File: src/rtl/spr_pkg.sv
// Shared types and constants for the sprite evaluation / pattern fetch block.
// Field positions of the packed render word are defined here so producer and consumers agree.
package spr_pkg;

    localparam int N_SLOTS = 8;
    localparam int N_OAM   = 64;

    localparam logic [7:0] Y_HIDE = 8'hF0;

    localparam int LO_LSB    = 0;
    localparam int LO_MSB    = 7;
    localparam int HI_LSB    = 8;
    localparam int HI_MSB    = 15;
    localparam int X_LSB     = 16;
    localparam int X_MSB     = 23;
    localparam int PAL_LSB   = 24;
    localparam int PAL_MSB   = 25;
    localparam int PRIO_LSB  = 29;
    localparam int PRIO_MSB  = 29;
    localparam int HFLIP_LSB = 30;
    localparam int HFLIP_MSB = 30;

    // Word loaded into a slot that holds no sprite: transparent patterns, X parked off-screen.
    localparam logic [31:0] EMPTY_WORD = 32'h00FF_0000;

    typedef enum logic [3:0] {
        ST_IDLE     = 4'd0,
        ST_SCAN_Y   = 4'd1,
        ST_SCAN_T   = 4'd2,
        ST_SCAN_A   = 4'd3,
        ST_SCAN_X   = 4'd4,
        ST_FETCH_LO = 4'd5,
        ST_FETCH_HI = 4'd6,
        ST_LOAD     = 4'd7,
        ST_DONE     = 4'd8
    } spr_state_e;

    typedef struct packed {
        logic [2:0] row;
        logic [7:0] tile;
        logic [7:0] attr;
        logic [7:0] x;
    } spr_ent_t;

    function automatic logic [31:0] pack_word(input spr_ent_t e, input logic [7:0] lo,
                                              input logic [7:0] hi);
        logic [31:0] w;
        w = 32'h0000_0000;
        w[LO_MSB:LO_LSB]       = lo;
        w[HI_MSB:HI_LSB]       = hi;
        w[X_MSB:X_LSB]         = e.x;
        w[PAL_MSB:PAL_LSB]     = e.attr[1:0];
        w[PRIO_MSB:PRIO_LSB]   = e.attr[5];
        w[HFLIP_MSB:HFLIP_LSB] = e.attr[6];
        return w;
    endfunction

endpackage

File: src/rtl/spr_scan.sv
// OAM scanner: walks all entries, hit-tests Y against the latched line and builds the
// secondary list of up to N_SLOTS sprites. Overflow detection is built with SPR_OVF_EN.
module spr_scan
    import spr_pkg::*;
(
    input  logic                     clk,
    input  logic                     rst_n,
    input  logic                     start,
    input  logic [7:0]               line_in,
    output logic [7:0]               oam_addr,
    input  logic [7:0]               oam_data,
    output logic                     scan_done,
    output logic [3:0]               hit_cnt,
    output spr_ent_t [N_SLOTS-1:0]   list,
    output logic                     overflow
);

    localparam logic [5:0] LAST_IDX = 6'(N_OAM - 1);

    spr_state_e             state_q, state_d;
    logic [5:0]             idx_q, idx_d;
    logic                   ph_q, ph_d;
    logic [2:0]             diff_q, diff_d;
    logic [2:0]             row_q, row_d;
    logic [3:0]             cnt_q, cnt_d;
    logic [7:0]             line_q, line_d;
    logic [7:0]             tile_q, tile_d;
    logic [7:0]             attr_q, attr_d;
    spr_ent_t [N_SLOTS-1:0] list_q, list_d;
    logic                   ovf_q, ovf_d;
    logic [7:0]             oam_addr_q, oam_addr_d;
    logic                   done_q, done_d;

    logic [7:0] diff_s;
    logic       hit_s;
    logic       full_s;
    logic       stop_s;
    logic       last_s;

    assign diff_s = line_q - oam_data;
    assign hit_s  = (diff_s < 8'd8) && (oam_data < Y_HIDE);
    assign full_s = cnt_q[3];

`ifdef SPR_OVF_EN
    assign stop_s = 1'b0;
`else
    // Without overflow reporting there is nothing to learn past the last free slot.
    assign stop_s = (cnt_q == 4'd7);
`endif

    // State and datapath registers.
    always_ff @(posedge clk or negedge rst_n) begin
        if (!rst_n) begin
            state_q    <= ST_IDLE;
            idx_q      <= 6'd0;
            ph_q       <= 1'b0;
            diff_q     <= 3'd0;
            row_q      <= 3'd0;
            cnt_q      <= 4'd0;
            line_q     <= 8'd0;
            tile_q     <= 8'd0;
            attr_q     <= 8'd0;
            list_q     <= '0;
            ovf_q      <= 1'b0;
            oam_addr_q <= 8'd0;
            done_q     <= 1'b0;
        end else begin
            state_q    <= state_d;
            idx_q      <= idx_d;
            ph_q       <= ph_d;
            diff_q     <= diff_d;
            row_q      <= row_d;
            cnt_q      <= cnt_d;
            line_q     <= line_d;
            tile_q     <= tile_d;
            attr_q     <= attr_d;
            list_q     <= list_d;
            ovf_q      <= ovf_d;
            oam_addr_q <= oam_addr_d;
            done_q     <= done_d;
        end
    end

    // Next-state and secondary-list capture.
    always_comb begin
        state_d = state_q;
        idx_d   = idx_q;
        ph_d    = ph_q;
        diff_d  = diff_q;
        row_d   = row_q;
        cnt_d   = cnt_q;
        line_d  = line_q;
        tile_d  = tile_q;
        attr_d  = attr_q;
        list_d  = list_q;
        last_s  = 1'b0;
        if (start) begin
            state_d = ST_SCAN_Y;
            idx_d   = 6'd0;
            ph_d    = 1'b0;
            cnt_d   = 4'd0;
            line_d  = line_in;
            list_d  = '0;
        end else begin
            case (state_q)
                ST_SCAN_Y: begin
                    // ph 0 issues the Y address, ph 1 sees Y and decides.
                    if (!ph_q) begin
                        ph_d = 1'b1;
                    end else if (hit_s && !full_s) begin
                        state_d = ST_SCAN_T;
                        diff_d  = diff_s[2:0];
                        ph_d    = 1'b0;
                    end else if (idx_q == LAST_IDX) begin
                        state_d = ST_IDLE;
                        ph_d    = 1'b0;
                        last_s  = 1'b1;
                    end else begin
                        idx_d = idx_q + 6'd1;
                        ph_d  = 1'b0;
                    end
                end
                ST_SCAN_T: begin
                    tile_d  = oam_data;
                    state_d = ST_SCAN_A;
                end
                ST_SCAN_A: begin
                    attr_d  = oam_data;
                    row_d   = oam_data[7] ? ~diff_q : diff_q;
                    state_d = ST_SCAN_X;
                end
                ST_SCAN_X: begin
                    list_d[cnt_q[2:0]] = {row_q, tile_q, attr_q, oam_data};
                    cnt_d = cnt_q + 4'd1;
                    if ((idx_q == LAST_IDX) || stop_s) begin
                        state_d = ST_IDLE;
                        last_s  = 1'b1;
                    end else begin
                        idx_d   = idx_q + 6'd1;
                        state_d = ST_SCAN_Y;
                    end
                end
                default: begin
                    state_d = ST_IDLE;
                end
            endcase
        end
    end

    // Registered outputs: OAM address for the coming cycle, completion pulse, overflow.
    always_comb begin
        done_d = last_s;
        case (state_d)
            ST_SCAN_Y: oam_addr_d = {idx_d, 1'b0, ph_d};
            ST_SCAN_T: oam_addr_d = {idx_d, 2'b10};
            ST_SCAN_A: oam_addr_d = {idx_d, 2'b11};
            ST_SCAN_X: oam_addr_d = {idx_d, 2'b11};
            default:   oam_addr_d = 8'h00;
        endcase
`ifdef SPR_OVF_EN
        if (start) begin
            ovf_d = 1'b0;
        end else if ((state_q == ST_SCAN_Y) && ph_q && hit_s && full_s) begin
            ovf_d = 1'b1;
        end else begin
            ovf_d = ovf_q;
        end
`else
        ovf_d = 1'b0;
`endif
    end

    assign oam_addr  = oam_addr_q;
    assign scan_done = done_q;
    assign hit_cnt   = cnt_q;
    assign list      = list_q;
    assign overflow  = ovf_q;

endmodule

File: src/rtl/spr_fetch.sv
// Per-scanline sprite evaluation and pattern fetch feeding the eight render buffers.
// Define SPR_OVF_EN to report more-than-eight-sprite lines on overflow.
module spr_fetch
    import spr_pkg::*;
(
    input  logic                 clk,
    input  logic                 rst_n,
    input  logic                 line_start,
    input  logic [7:0]           next_line,
    input  logic                 pat_sel,
    output logic [7:0]           oam_addr,
    input  logic [7:0]           oam_data,
    output logic                 pat_req,
    output logic [12:0]          pat_addr,
    input  logic                 pat_ack,
    input  logic [7:0]           pat_data,
    output logic [31:0]          rend_buf,
    output logic [N_SLOTS-1:0]   rend_load,
    output logic [N_SLOTS-1:0]   spr_valid,
    output logic                 busy,
    output logic                 done,
    output logic                 overflow
);

    spr_state_e          state_q, state_d;
    logic [2:0]          slot_q, slot_d;
    logic [7:0]          lo_q, lo_d;
    logic                sel_q, sel_d;
    logic                pat_req_q, pat_req_d;
    logic [12:0]         pat_addr_q, pat_addr_d;
    logic [31:0]         rend_buf_q, rend_buf_d;
    logic [N_SLOTS-1:0]  rend_load_q, rend_load_d;
    logic [N_SLOTS-1:0]  spr_valid_q, spr_valid_d;
    logic                busy_q, busy_d;
    logic                done_q, done_d;

    logic                   scan_done_s;
    logic [3:0]             hit_cnt_s;
    spr_ent_t [N_SLOTS-1:0] list_s;
    spr_ent_t               ent_s;
    spr_ent_t               ent_nx_s;
    logic                   used_s;
    logic                   used_nx_s;
    logic                   ack_ok_s;

    spr_scan u_scan (
        .clk       (clk),
        .rst_n     (rst_n),
        .start     (line_start),
        .line_in   (next_line),
        .oam_addr  (oam_addr),
        .oam_data  (oam_data),
        .scan_done (scan_done_s),
        .hit_cnt   (hit_cnt_s),
        .list      (list_s),
        .overflow  (overflow)
    );

    assign ent_s     = list_s[slot_q];
    assign ent_nx_s  = list_s[slot_d];
    assign used_s    = ({1'b0, slot_q} < hit_cnt_s);
    assign used_nx_s = ({1'b0, slot_d} < hit_cnt_s);
    // An ack only counts against a request we are still holding.
    assign ack_ok_s  = pat_ack && pat_req_q;

    // State and output registers.
    always_ff @(posedge clk or negedge rst_n) begin
        if (!rst_n) begin
            state_q     <= ST_IDLE;
            slot_q      <= 3'd0;
            lo_q        <= 8'd0;
            sel_q       <= 1'b0;
            pat_req_q   <= 1'b0;
            pat_addr_q  <= 13'd0;
            rend_buf_q  <= 32'd0;
            rend_load_q <= '0;
            spr_valid_q <= '0;
            busy_q      <= 1'b0;
            done_q      <= 1'b0;
        end else begin
            state_q     <= state_d;
            slot_q      <= slot_d;
            lo_q        <= lo_d;
            sel_q       <= sel_d;
            pat_req_q   <= pat_req_d;
            pat_addr_q  <= pat_addr_d;
            rend_buf_q  <= rend_buf_d;
            rend_load_q <= rend_load_d;
            spr_valid_q <= spr_valid_d;
            busy_q      <= busy_d;
            done_q      <= done_d;
        end
    end

    // Next-state: a new line_start always wins, including over a same-cycle ack.
    always_comb begin
        state_d = state_q;
        slot_d  = slot_q;
        if (line_start) begin
            state_d = ST_SCAN_Y;
            slot_d  = 3'd0;
        end else begin
            case (state_q)
                ST_SCAN_Y: begin
                    if (scan_done_s) begin
                        state_d = ST_FETCH_LO;
                    end else begin
                        state_d = ST_SCAN_Y;
                    end
                end
                ST_FETCH_LO: begin
                    if (!used_s) begin
                        state_d = ST_LOAD;
                    end else if (ack_ok_s) begin
                        state_d = ST_FETCH_HI;
                    end else begin
                        state_d = ST_FETCH_LO;
                    end
                end
                ST_FETCH_HI: begin
                    if (ack_ok_s) begin
                        state_d = ST_LOAD;
                    end else begin
                        state_d = ST_FETCH_HI;
                    end
                end
                ST_LOAD: begin
                    if (slot_q == 3'(N_SLOTS - 1)) begin
                        state_d = ST_DONE;
                    end else begin
                        slot_d  = slot_q + 3'd1;
                        state_d = ST_FETCH_LO;
                    end
                end
                ST_DONE: begin
                    state_d = ST_IDLE;
                end
                default: begin
                    state_d = ST_IDLE;
                end
            endcase
        end
    end

    // Output decode, registered so every port changes only on a clock edge.
    always_comb begin
        sel_d       = line_start ? pat_sel : sel_q;
        lo_d        = lo_q;
        rend_buf_d  = rend_buf_q;
        rend_load_d = '0;
        spr_valid_d = spr_valid_q;
        busy_d      = (state_d != ST_IDLE);
        done_d      = (state_d == ST_DONE);

        if ((state_d == ST_FETCH_LO) && used_nx_s) begin
            pat_req_d  = 1'b1;
            pat_addr_d = {sel_q, ent_nx_s.tile, 1'b0, ent_nx_s.row};
        end else if (state_d == ST_FETCH_HI) begin
            pat_req_d  = 1'b1;
            pat_addr_d = {sel_q, ent_nx_s.tile, 1'b1, ent_nx_s.row};
        end else begin
            pat_req_d  = 1'b0;
            pat_addr_d = 13'd0;
        end

        if (line_start) begin
            spr_valid_d = '0;
        end else if ((state_q == ST_FETCH_LO) && used_s && ack_ok_s) begin
            lo_d = pat_data;
        end else if ((state_q == ST_FETCH_HI) && ack_ok_s) begin
            rend_buf_d          = pack_word(ent_s, lo_q, pat_data);
            rend_load_d[slot_q] = 1'b1;
            spr_valid_d[slot_q] = 1'b1;
        end else if ((state_q == ST_FETCH_LO) && !used_s) begin
            rend_buf_d          = EMPTY_WORD;
            rend_load_d[slot_q] = 1'b1;
        end else begin
            lo_d = lo_q;
        end
    end

    assign pat_req   = pat_req_q;
    assign pat_addr  = pat_addr_q;
    assign rend_buf  = rend_buf_q;
    assign rend_load = rend_load_q;
    assign spr_valid = spr_valid_q;
    assign busy      = busy_q;
    assign done      = done_q;

endmodule

File: config.mk
export PLATFORM = sky130hd
export DESIGN_NAME = spr_fetch
export DESIGN_NICKNAME = d
export VERILOG_FILES = /design/src/rtl/spr_pkg.sv /design/src/rtl/spr_scan.sv /design/src/rtl/spr_fetch.sv
export SDC_FILE = /design/constraint.sdc
export NUM_CORES = 1
export LEC_CHECK = 0
export CORE_ASPECT_RATIO = 0.5
export CORE_UTILIZATION = 35
export DETAILED_ROUTE_END_ITERATION = 8
export HOLD_SLACK_MARGIN = 0.03
export PLACE_DENSITY_LB_ADDON = 0.25
export SLEW_MARGIN = 20
export SYNTH_ARGS = -nofsm -noshare
export SYNTH_HDL_FRONTEND = slang
export SYNTH_SLANG_ARGS = --single-unit
File: constraint.sdc
create_clock -name clk -period 3.98 [get_ports clk]
set_clock_uncertainty 0.15 [all_clocks]
set_input_delay 0.597 -clock clk [delete_from_list [all_inputs] [get_ports clk]]
set_output_delay 0.597 -clock clk [all_outputs]
set_load 0.005 [all_outputs]
==> results.json, run 1 <==
{
  "area_delta_synth_final_pct": 18.5,
  "min_period_over_period_pct": 80.8,
  "async_reset_ff_share_pct": 100,
  "clock.fmax_mhz": 311,
  "ys_ff_latch": 310,
  "coreArea_um2": 40600,
  "synth_cells": 1541,
  "grt_overflow_total": 0,
  "place_inst": 2106,
  "rr_worst_depth": 9,
  "drcViolationCount": 0,
  "hold_viol_final": 0,
  "core.rowCount": 52,
  "crit_chain": "clkdlybuf4s50_1 > ha_1 > inv_1 > fa_1 > nand3_1 > nor4b_1 > o211ai_1 > nor4_4 > nand4_1 > and3_4 > a2111oi_2",
  "grt_max_degree": 109,
  "n_antenna_cell": 0,
  "setup-violations-final": 0,
  "wirelength_um": 41900,
  "htree_num_levels": 1,
  "initialDrtViolationCount": 1053,
  "yosysMostFrequentCell": "nand2_1",
  "place.gp.congestion": 0.837,
  "synth_top_area_share_pct": 53.5,
  "start_util_pct": 35.7,
  "numCtsBuffers": 31,
  "synth_top_cell_by_area": "dfrtp_1",
  "final_nets": 1644,
  "antenna_found_initial": 0,
  "relSlewSlack_pct": 39.3,
  "swShare_pct": 23.5,
  "p_leak_nw": 6.87,
  "worstSetupStartpointType": "input pin",
  "ys_types": 70,
  "fill_cells": 3974,
  "power_mw": 6.60,
  "cts.hold.buffers_added": 1,
  "ios": 102,
  "min_from": "line_start",
  "largest_register_ff_count": 184,
  "drv_slew": 0,
  "avgSynthCellArea_um2": 9.40,
  "routedWlPerCell_um": 19.4,
  "drive_gt1_share_pct": 11.1,
  "fin_cells": 2163,
  "cp.required_ps": 4290,
  "hold_depth": 3,
  "synth_area_leaders": "dfrtp_1, nand2_1, a21oi_1",
  "max-clock-path-buffers": 3,
  "hold_class": "in -> reg",
  "timing.rr.start": "u_scan.hit_cnt[1]$_DFFE_PN0P_",
  "post_cts_resized": 0,
  "worstMarginPinSlew_ps": 905,
  "synth.yosys.seq_area_share_pct": 53.5,
  "synthFlopType": "dfrtp_1",
  "firstDrtPassIters": 5,
  "p_per_area_nw_per_um2": 385,
  "cts_tree": "yes",
  "critical_path_class": "in -> reg",
  "antenna_left": 0,
  "die_x_um": 290,
  "crit_fanout": 7,
  "ir_drop_uv": 322,
  "rsz0062_at_grt": "no",
  "synth_edf_count": 0,
  "die_h_um": 146,
  "drv_cap": 0,
  "grt_use_total_pct": 19.9,
  "die_area_um2": 42300,
  "p_sw_mw": 1.55,
  "cpPeakStageDelay_ps": 500,
  "clock-root-buffer": "clkbuf_16",
  "period_needed_ps": 3210,
  "num_vias": 11300,
  "status": "complete, no violations",
  "cp_slowest_cell": "clkdlybuf4s50_1",
  "post_cts_buffers": 0,
  "dp_hpwl_um": 25400,
  "clkPwrFrac_pct": 46.3,
  "pwr-share-seq_pct": 48.5,
  "cts_num_sinks": 310,
  "netlist_area_um2": 14500,
  "combPwrFrac_pct": 5.2,
  "cp_data_arrival_time_ps": 3520,
  "ys_warn_count": 0,
  "clk_pin_slew_ps": 70,
  "grt_pass1_wl_um": 65700,
  "clk_latency_ps": 590,
  "cellInternalPower_mw": 5.05,
  "ys_top_cells_by_count": "nand2_1, dfrtp_1, a21oi_1",
  "end_kind": "flop",
  "finalSetupTns_ps": 0,
  "min_to": "slot_q[1]$_DFF_PN0_",
  "via_per_inst": 5.23,
  "r2r_slack_ps": 840,
  "io_buffer_count": 96,
  "hold_ws_ps": 280,
  "grt_pass1_vias": 11000,
  "reg2reg_to": "pat_addr[2]$_DFF_PN0_"
}
-- critical path, delay by kind of cell --
family / cells / cell delay (ps)
simple gates: 5 / 1180
fa+ha+maj: 2 / 620
buf+inv: 2 / 570
compound gates: 2 / 550
-- cells by family (layout without fill, tap and decap cells) --
family	count (synthesis)	after routing	synth area share (%)
xor gates and xnor gates	15	15	0.907
adders and majority gates	15	15	1.35
buffers and inverters	148	225	4.09
and+or+nand+nor	610	610	17.8
muxes	108	108	9.31
other	1	6	0.0259
DFF	310	310	53.5
AOI/OAI and AO/OA	334	334	12.9
-- metrics by stage --
stage / utilization [%] / setup slack, ps / instance area [um2]
floorplan: - / 722 / 14500
global placement: 39.6 / 301 / 16100
detailed placement: 39.6 / 233 / 16100
CTS: 42.3 / 826 / 17200
global route: 42.3 / 519 / 17200
finish: 42.3 / 766 / 17200
-- power by group through the flow --
stage / logic (mW) / registers, mW / clock network (mW)
after floorplan: 0.180 / 3.25 / 0
after global placement: 0.340 / 3.26 / 0
after global routing: 0.379 / 3.20 / 3.25
final: 0.340 / 3.20 / 3.06
after detailed placement: 0.343 / 3.26 / 0
after CTS: 0.344 / 3.20 / 3.14
-- cells in the final DEF (no fill, tap or decap), types with 4 or more instances in the layout --
| cell type | netlist | routed |
|---|---|---|
| conb_1 | 1 | 6 |
| inv_1 | 20 | 20 |
| nand3_1 | 16 | 15 |
| clkbuf_8 | 0 | 7 |
| a221oi_1 | 7 | 7 |
| nand4_1 | 8 | 8 |
| clkinv_2 | 0 | 6 |
| a21o_1 | 5 | 5 |
| mux2i_1 | 56 | 56 |
| ha_1 | 14 | 14 |
| a211oi_1 | 6 | 6 |
| dfrtp_1 | 310 | 309 |
| xnor2_1 | 11 | 11 |
| a31oi_1 | 14 | 13 |
| clkbuf_16 | 0 | 31 |
| buf_4 | 5 | 48 |
| nor3_1 | 21 | 13 |
| o21ai_0 | 44 | 44 |
| nor2_1 | 61 | 61 |
| clkbuf_1 | 111 | 5 |
| nand2_1 | 452 | 452 |
| clkdlybuf4s50_1 | 0 | 94 |
| a21oi_1 | 216 | 216 |
| nor3_2 | 1 | 8 |
| and3_1 | 4 | 4 |
| nor2b_1 | 7 | 7 |
| o21a_1 | 5 | 5 |
| mux2_2 | 34 | 34 |
| xor2_1 | 4 | 4 |
| a22oi_1 | 9 | 9 |
| nand2b_1 | 8 | 8 |
| mux4_2 | 18 | 18 |
| or3_1 | 4 | 4 |
-- routing by layer --
layer	wire length (um)	global-route usage (%)
met1	19800	29.8
met2	19000	30.4
met3	2360	2.93
met4	718	4.50
met5	0	0
-- how the worst max path moves through the flow --
| stage | startpoint | to | slack, ps | cells past startpoint |
|---|---|---|---|---|
| after global placement | oam_data[0] | u_scan.oam_addr[6]$_DFF_PN0_ | 300 | 11 |
| after global routing | oam_data[0] | u_scan.oam_addr[6]$_DFF_PN0_ | 520 | 11 |
| after CTS | oam_data[0] | u_scan.oam_addr[6]$_DFF_PN0_ | 830 | 11 |
| after floorplan | oam_data[1] | u_scan.oam_addr[6]$_DFF_PN0_ | 720 | 10 |
| after detailed placement | oam_data[0] | u_scan.oam_addr[6]$_DFF_PN0_ | 230 | 11 |
| final | oam_data[0] | u_scan.oam_addr[6]$_DFF_PN0_ | 770 | 11 |
-- area by class of cell --
class                           count  area, um2  share of cell area (%)
Inverter                           22       82.6                   0.481
Clock buffer                       43        891                    5.19
Tap cell                          540        676                    3.94
Timing Repair Buffer              147       1380                    8.03
Multi-Input combinational cell   1088       6210                    36.2
Clock inverter                     13        164                   0.955
Sequential cell                   310       7760                    45.2
Note: power is estimated with default switching activity, not from simulation.
==> run 2: changes to the inputs <==
clock period = 2.6 ns   (was 3.98 ns; I/O delays follow)
==> results.json, run 2 (same netlist as run 1, synthesis figures left out) <==
{
  "status": "complete, but fails checks",
  "violations": "setup timing",
  "cpPeakStageDelay_ps": 590,
  "largest_register_ff_count": 184,
  "drcViolationCount": 0,
  "fill_cells": 3921,
  "final_nets": 1710,
  "antenna_found_initial": 1,
  "hold_viol_final": 0,
  "max-clock-path-buffers": 3,
  "hold_ws_ps": 227,
  "die_h_um": 146,
  "die_x_um": 290,
  "io_buffer_count": 96,
  "crit_fanout": 7,
  "setup-violations-final": 1,
  "relSlewSlack_pct": 46.2,
  "clock-root-buffer": "clkbuf_16",
  "period_needed_ps": 2610,
  "ios": 102,
  "r2r_slack_ps": 10,
  "area_delta_synth_final_pct": 24.7,
  "grt_pass1_wl_um": 67700,
  "grt_pass1_vias": 11400,
  "htree_num_levels": 2,
  "cp_data_arrival_time_ps": 2870,
  "n_antenna_cell": 0,
  "timing.rr.start": "u_scan.line_q[0]$_DFFE_PN0P_",
  "reg2reg_to": "u_scan.diff_q[1]$_DFFE_PN0P_",
  "min_period_over_period_pct": 100,
  "power_mw": 10.4,
  "die_area_um2": 42300,
  "finalSetupTns_ps": -11.3,
  "cp.required_ps": 2860,
  "cp_slowest_cell": "clkdlybuf4s50_1",
  "grt_max_degree": 106,
  "grt_use_total_pct": 20.7,
  "worstMarginPinSlew_ps": 801,
  "coreArea_um2": 40600,
  "crit_chain": "clkdlybuf4s50_1 > inv_2 > ha_4 > a21o_1 > nand2_1 > and4b_4 > nor4_4 > nand4_1 > buf_4 > mux2_2",
  "numCtsBuffers": 34,
  "clk_latency_ps": 540,
  "drv_slew": 0,
  "cp_num_cells": 10,
  "cts_num_sinks": 310,
  "grt_overflow_total": 0,
  "drv_cap": 0,
  "core.rowCount": 52,
  "fin_ws_ps": -11.3,
  "drive_gt1_share_pct": 16.3,
  "initialDrtViolationCount": 1268,
  "most-common-layout-cells": "nand2_1, dfrtp_1, a21oi_1",
  "dp_hpwl_um": 27300,
  "critPathBufInv": 3,
  "critical_path_class": "in -> reg",
  "ir_drop_uv": 315,
  "start_util_pct": 35.7,
  "p_leak_nw": 7.30,
  "antenna_left": 0,
  "end_kind": "flop",
  "rsz0062_at_grt": "yes",
  "firstDrtPassIters": 6,
  "num_vias": 11700,
  "via_per_inst": 5.24,
  "worstSetupStartpointType": "input pin",
  "crit_family": "buffers and inverters",
  "layout_commonest_cell": "nand2_1",
  "place.gp.congestion": 0.879,
  "hold_class": "in -> async",
  "clock.fmax_mhz": 383,
  "clk_pin_slew_ps": 60,
  "cts_tree": "yes",
  "pre_cts_ws_ps": -764,
  "cp-startpoint": "oam_data[3]",
  "rr_worst_depth": 11,
  "crit_path_end": "u_scan.diff_q[1]$_DFFE_PN0P_",
  "wirelength_um": 44100,
  "p_per_area_nw_per_um2": 573,
  "routedWlPerCell_um": 19.8
}
run 2: report_power, final:
part / switching (mW) / internal [mW]
Combinational: 0.395 / 0.264
Clock: 2.05 / 2.74
Sequential: 0.0466 / 4.86
run 2: worst min-delay path by stage:
stage                      from  slack (ps)  depth (start not counted)                        to
final                     rst_n         230                          2  rend_buf[25]$_DFFE_PN0P_
after global routing      rst_n         250                          2  rend_buf[25]$_DFFE_PN0P_
after detailed placement  rst_n         190                          1  rend_buf[25]$_DFFE_PN0P_
after global placement    rst_n         190                          1  rend_buf[25]$_DFFE_PN0P_
after floorplan           rst_n         -60                          0            busy$_DFF_PN0_
after CTS                 rst_n         230                          2  rend_buf[25]$_DFFE_PN0P_
run 2: per-layer routing:
metal | wire, um | track usage [%] | up-vias | share of wire [%]
li1 | - | - | 5468 | -
met1 | 20200 | 30.9 | 5763 | 46
met2 | 19800 | 31.0 | 379 | 45
met3 | 3200 | 3.43 | 65 | 7.3
met4 | 859 | 5.10 | 2 | 1.9
met5 | 13 | 0 | - | 0.029
run 2: repair_timing:
action,4_1_cts,5_1_grt
endpoints found under the setup margin,17,27
gates resized for setup,6,23
pin swaps,5,9
setup buffers,2,2
gates cloned,0,1
hold buffers,2,0
hold endpoints to repair,116,0
run 2: layout make-up:
cell class / instances / area (um2) / share of cell area [%]
clock inverter: 9 / 92.6 / 0.512
multi-input combinational: 1088 / 6440 / 35.7
sequential: 310 / 7760 / 42.9
tap: 540 / 676 / 3.74
inverter: 22 / 83.8 / 0.464
timing repair buffer: 210 / 2030 / 11.2
clock buffer: 51 / 985 / 5.45
run 2: metrics by stage:
step	cell area, um2	util, %	instances
finish	18100	44.5	2230
global route	18100	44.5	2230
CTS	17900	44.1	2227
detailed placement	16800	41.3	2163
global placement	16800	41.3	2163
floorplan	14700	-	1546
==> run 3: changes to the inputs <==
DONT_BUFFER_PORTS = 1   (was not set)
==> results.json, run 3 (same netlist as run 1, synthesis figures left out) <==
{
  "setup-violations-final": 8,
  "drive_gt1_share_pct": 17.1,
  "grt_pass1_vias": 11200,
  "antenna_found_initial": 1,
  "area_delta_synth_final_pct": 22.7,
  "layout_commonest_cell": "nand2_1",
  "crit_fanout": 4,
  "power_mw": 10.1,
  "wirelength_um": 45100,
  "worstSetupStartpointType": "flop",
  "drcViolationCount": 0,
  "crit_chain": "inv_2 > ha_4 > inv_2 > fa_2 > nand3_2 > nor4b_4 > o211ai_1 > nor4_4 > buf_4 > a41oi_1 > o32ai_1 > o21a_1",
  "die_x_um": 290,
  "drv_slew": 0,
  "n_antenna_cell": 0,
  "hold_viol_final": 497,
  "clock.fmax_mhz": 373,
  "violations": "hold timing, setup timing",
  "hold_ws_ps": -629,
  "cp_common_cell": "inv_2",
  "combPwrFrac_pct": 4.3,
  "start_util_pct": 35.7,
  "largest_register_ff_count": 184,
  "critical_path_class": "reg -> reg",
  "most-common-layout-cells": "nand2_1, dfrtp_1, a21oi_1",
  "final_nets": 1667,
  "via_per_inst": 5.29,
  "grt_use_total_pct": 20.7,
  "grt_max_degree": 311,
  "cellInternalPower_mw": 7.84,
  "clk_pin_slew_ps": 70,
  "worstMarginPinSlew_ps": 728,
  "clock-root-buffer": "clkbuf_16",
  "die_h_um": 146,
  "place_inst": 2029,
  "ir_drop_uv": 389,
  "antenna_left": 0,
  "pwr-share-seq_pct": 48.5,
  "grt_pass1_wl_um": 68000,
  "status": "complete, but fails checks",
  "rsz0062_at_grt": "yes",
  "fin_cells": 2188,
  "p_per_area_nw_per_um2": 569,
  "max-clock-path-buffers": 3,
  "grt_overflow_total": 0,
  "dp_hpwl_um": 24700,
  "clk_latency_ps": 580,
  "num_vias": 11600,
  "p_leak_nw": 7.24,
  "place.gp.congestion": 0.854,
  "initialDrtViolationCount": 1176,
  "fill_cells": 3850,
  "relSlewSlack_pct": 51.3,
  "htree_num_levels": 1,
  "cpPeakStageDelay_ps": 410,
  "core.rowCount": 52,
  "numCtsBuffers": 31,
  "cts_tree": "yes",
  "firstDrtPassIters": 5,
  "end_kind": "flop",
  "swShare_pct": 22.5,
  "die_area_um2": 42300,
  "io_buffer_count": 0,
  "hold_class": "in -> async",
  "min_period_over_period_pct": 103,
  "fin_ws_ps": -83.1,
  "cp_slowest_cell": "fa_2",
  "drv_cap": 0,
  "period_needed_ps": 2680,
  "cp_data_arrival_time_ps": 3050,
  "coreArea_um2": 40600,
  "routedWlPerCell_um": 20.6,
  "clkPwrFrac_pct": 47.1,
  "cp.required_ps": 2970,
  "p_sw_mw": 2.28,
  "cts_num_sinks": 310,
  "ios": 102
}
## run 3: routing by layer
metal / share of wire, % / wire, um / track usage, % / up-vias
met5: 0 / 0 / 0 / -
met4: 2.4 / 1100 / 4.90 / 0
met3: 7.2 / 3250 / 3.48 / 69
met2: 45 / 20300 / 31.4 / 378
met1: 45 / 20400 / 30.8 / 5741
li1: - / - / - / 5378
## run 3: cell type report
type                    count  area, um2  share of cell area (%)
multi-input cells        1088       6500                    36.5
clock inverters            16        174                   0.978
inverters                  22       83.8                   0.472
repair buffers            170       1680                    9.44
well taps                 540        676                    3.80
flip-flops and latches    310       7760                    43.7
clock buffers              42        907                    5.10
## run 3: critical path, delay by kind of cell, from the launching register on
family / cells / cell delay (ps)
buffers and inverters: 3 / 350
AO/OA/AOI/OAI: 4 / 650
AND/OR/NAND/NOR: 3 / 550
flip-flops: 1 / 370
adder cells (fa/ha/maj): 2 / 550
## run 3: timing repair
item | in CTS | in global routing
resized for setup | 9 | 43
buffers inserted | 1 | 26
endpoints found under the hold margin | 568 | 499
pin swaps | 6 | 19
hold buffers | 86 | 1
gates cloned | 0 | 6
setup endpoints to repair | 16 | 61
## run 3: power groups by stage
stage / sequential [mW] / combinational [mW] / clock [mW]
2_1_floorplan: 4.98 / 0.311 / 0
3_5_place_dp: 5.00 / 0.313 / 0
5_1_grt: 4.91 / 0.477 / 5.05
4_1_cts: 4.90 / 0.399 / 4.88
3_3_place_gp: 5.00 / 0.308 / 0
6_report: 4.91 / 0.438 / 4.77
## run 3: per-stage QoR
step | hold WS (ps) | setup TNS [ps] | setup WS [ps] | util [%] | instance area, um2
final | -629 | -381 | -83.1 | 43.8 | 17800
after global routing | -662 | -2520 | -227 | 43.8 | 17800
after CTS | -665 | -147 | -31.8 | 43.0 | 17500
after detailed placement | -47.0 | -2170 | -263 | 38.1 | 15500
after global placement | -45.9 | -1720 | -216 | 38.1 | 15500
after floorplan | -55.6 | -791 | -181 | - | 14700
## run 3: worst paths after layout
kind	to	startpoint	depth (start not counted)	slack (ps)
hold / removal	rend_buf[17]$_DFFE_PN0P_	rst_n	0	-630
setup / recovery	u_scan.oam_addr[3]$_DFF_PN0_	u_scan.line_q[0]$_DFFE_PN0P_	12	-80
max in group asynchronous	u_scan.list[28]$_DFFE_PN0P_	rst_n	0	2400
min in group clk	u_scan.scan_done$_DFF_PN0_	line_start	1	-230
hold reg to reg	rend_buf[25]$_DFFE_PN0P_	rend_buf[25]$_DFFE_PN0P_	2	360
setup reg to reg	u_scan.oam_addr[3]$_DFF_PN0_	u_scan.line_q[0]$_DFFE_PN0P_	12	-80
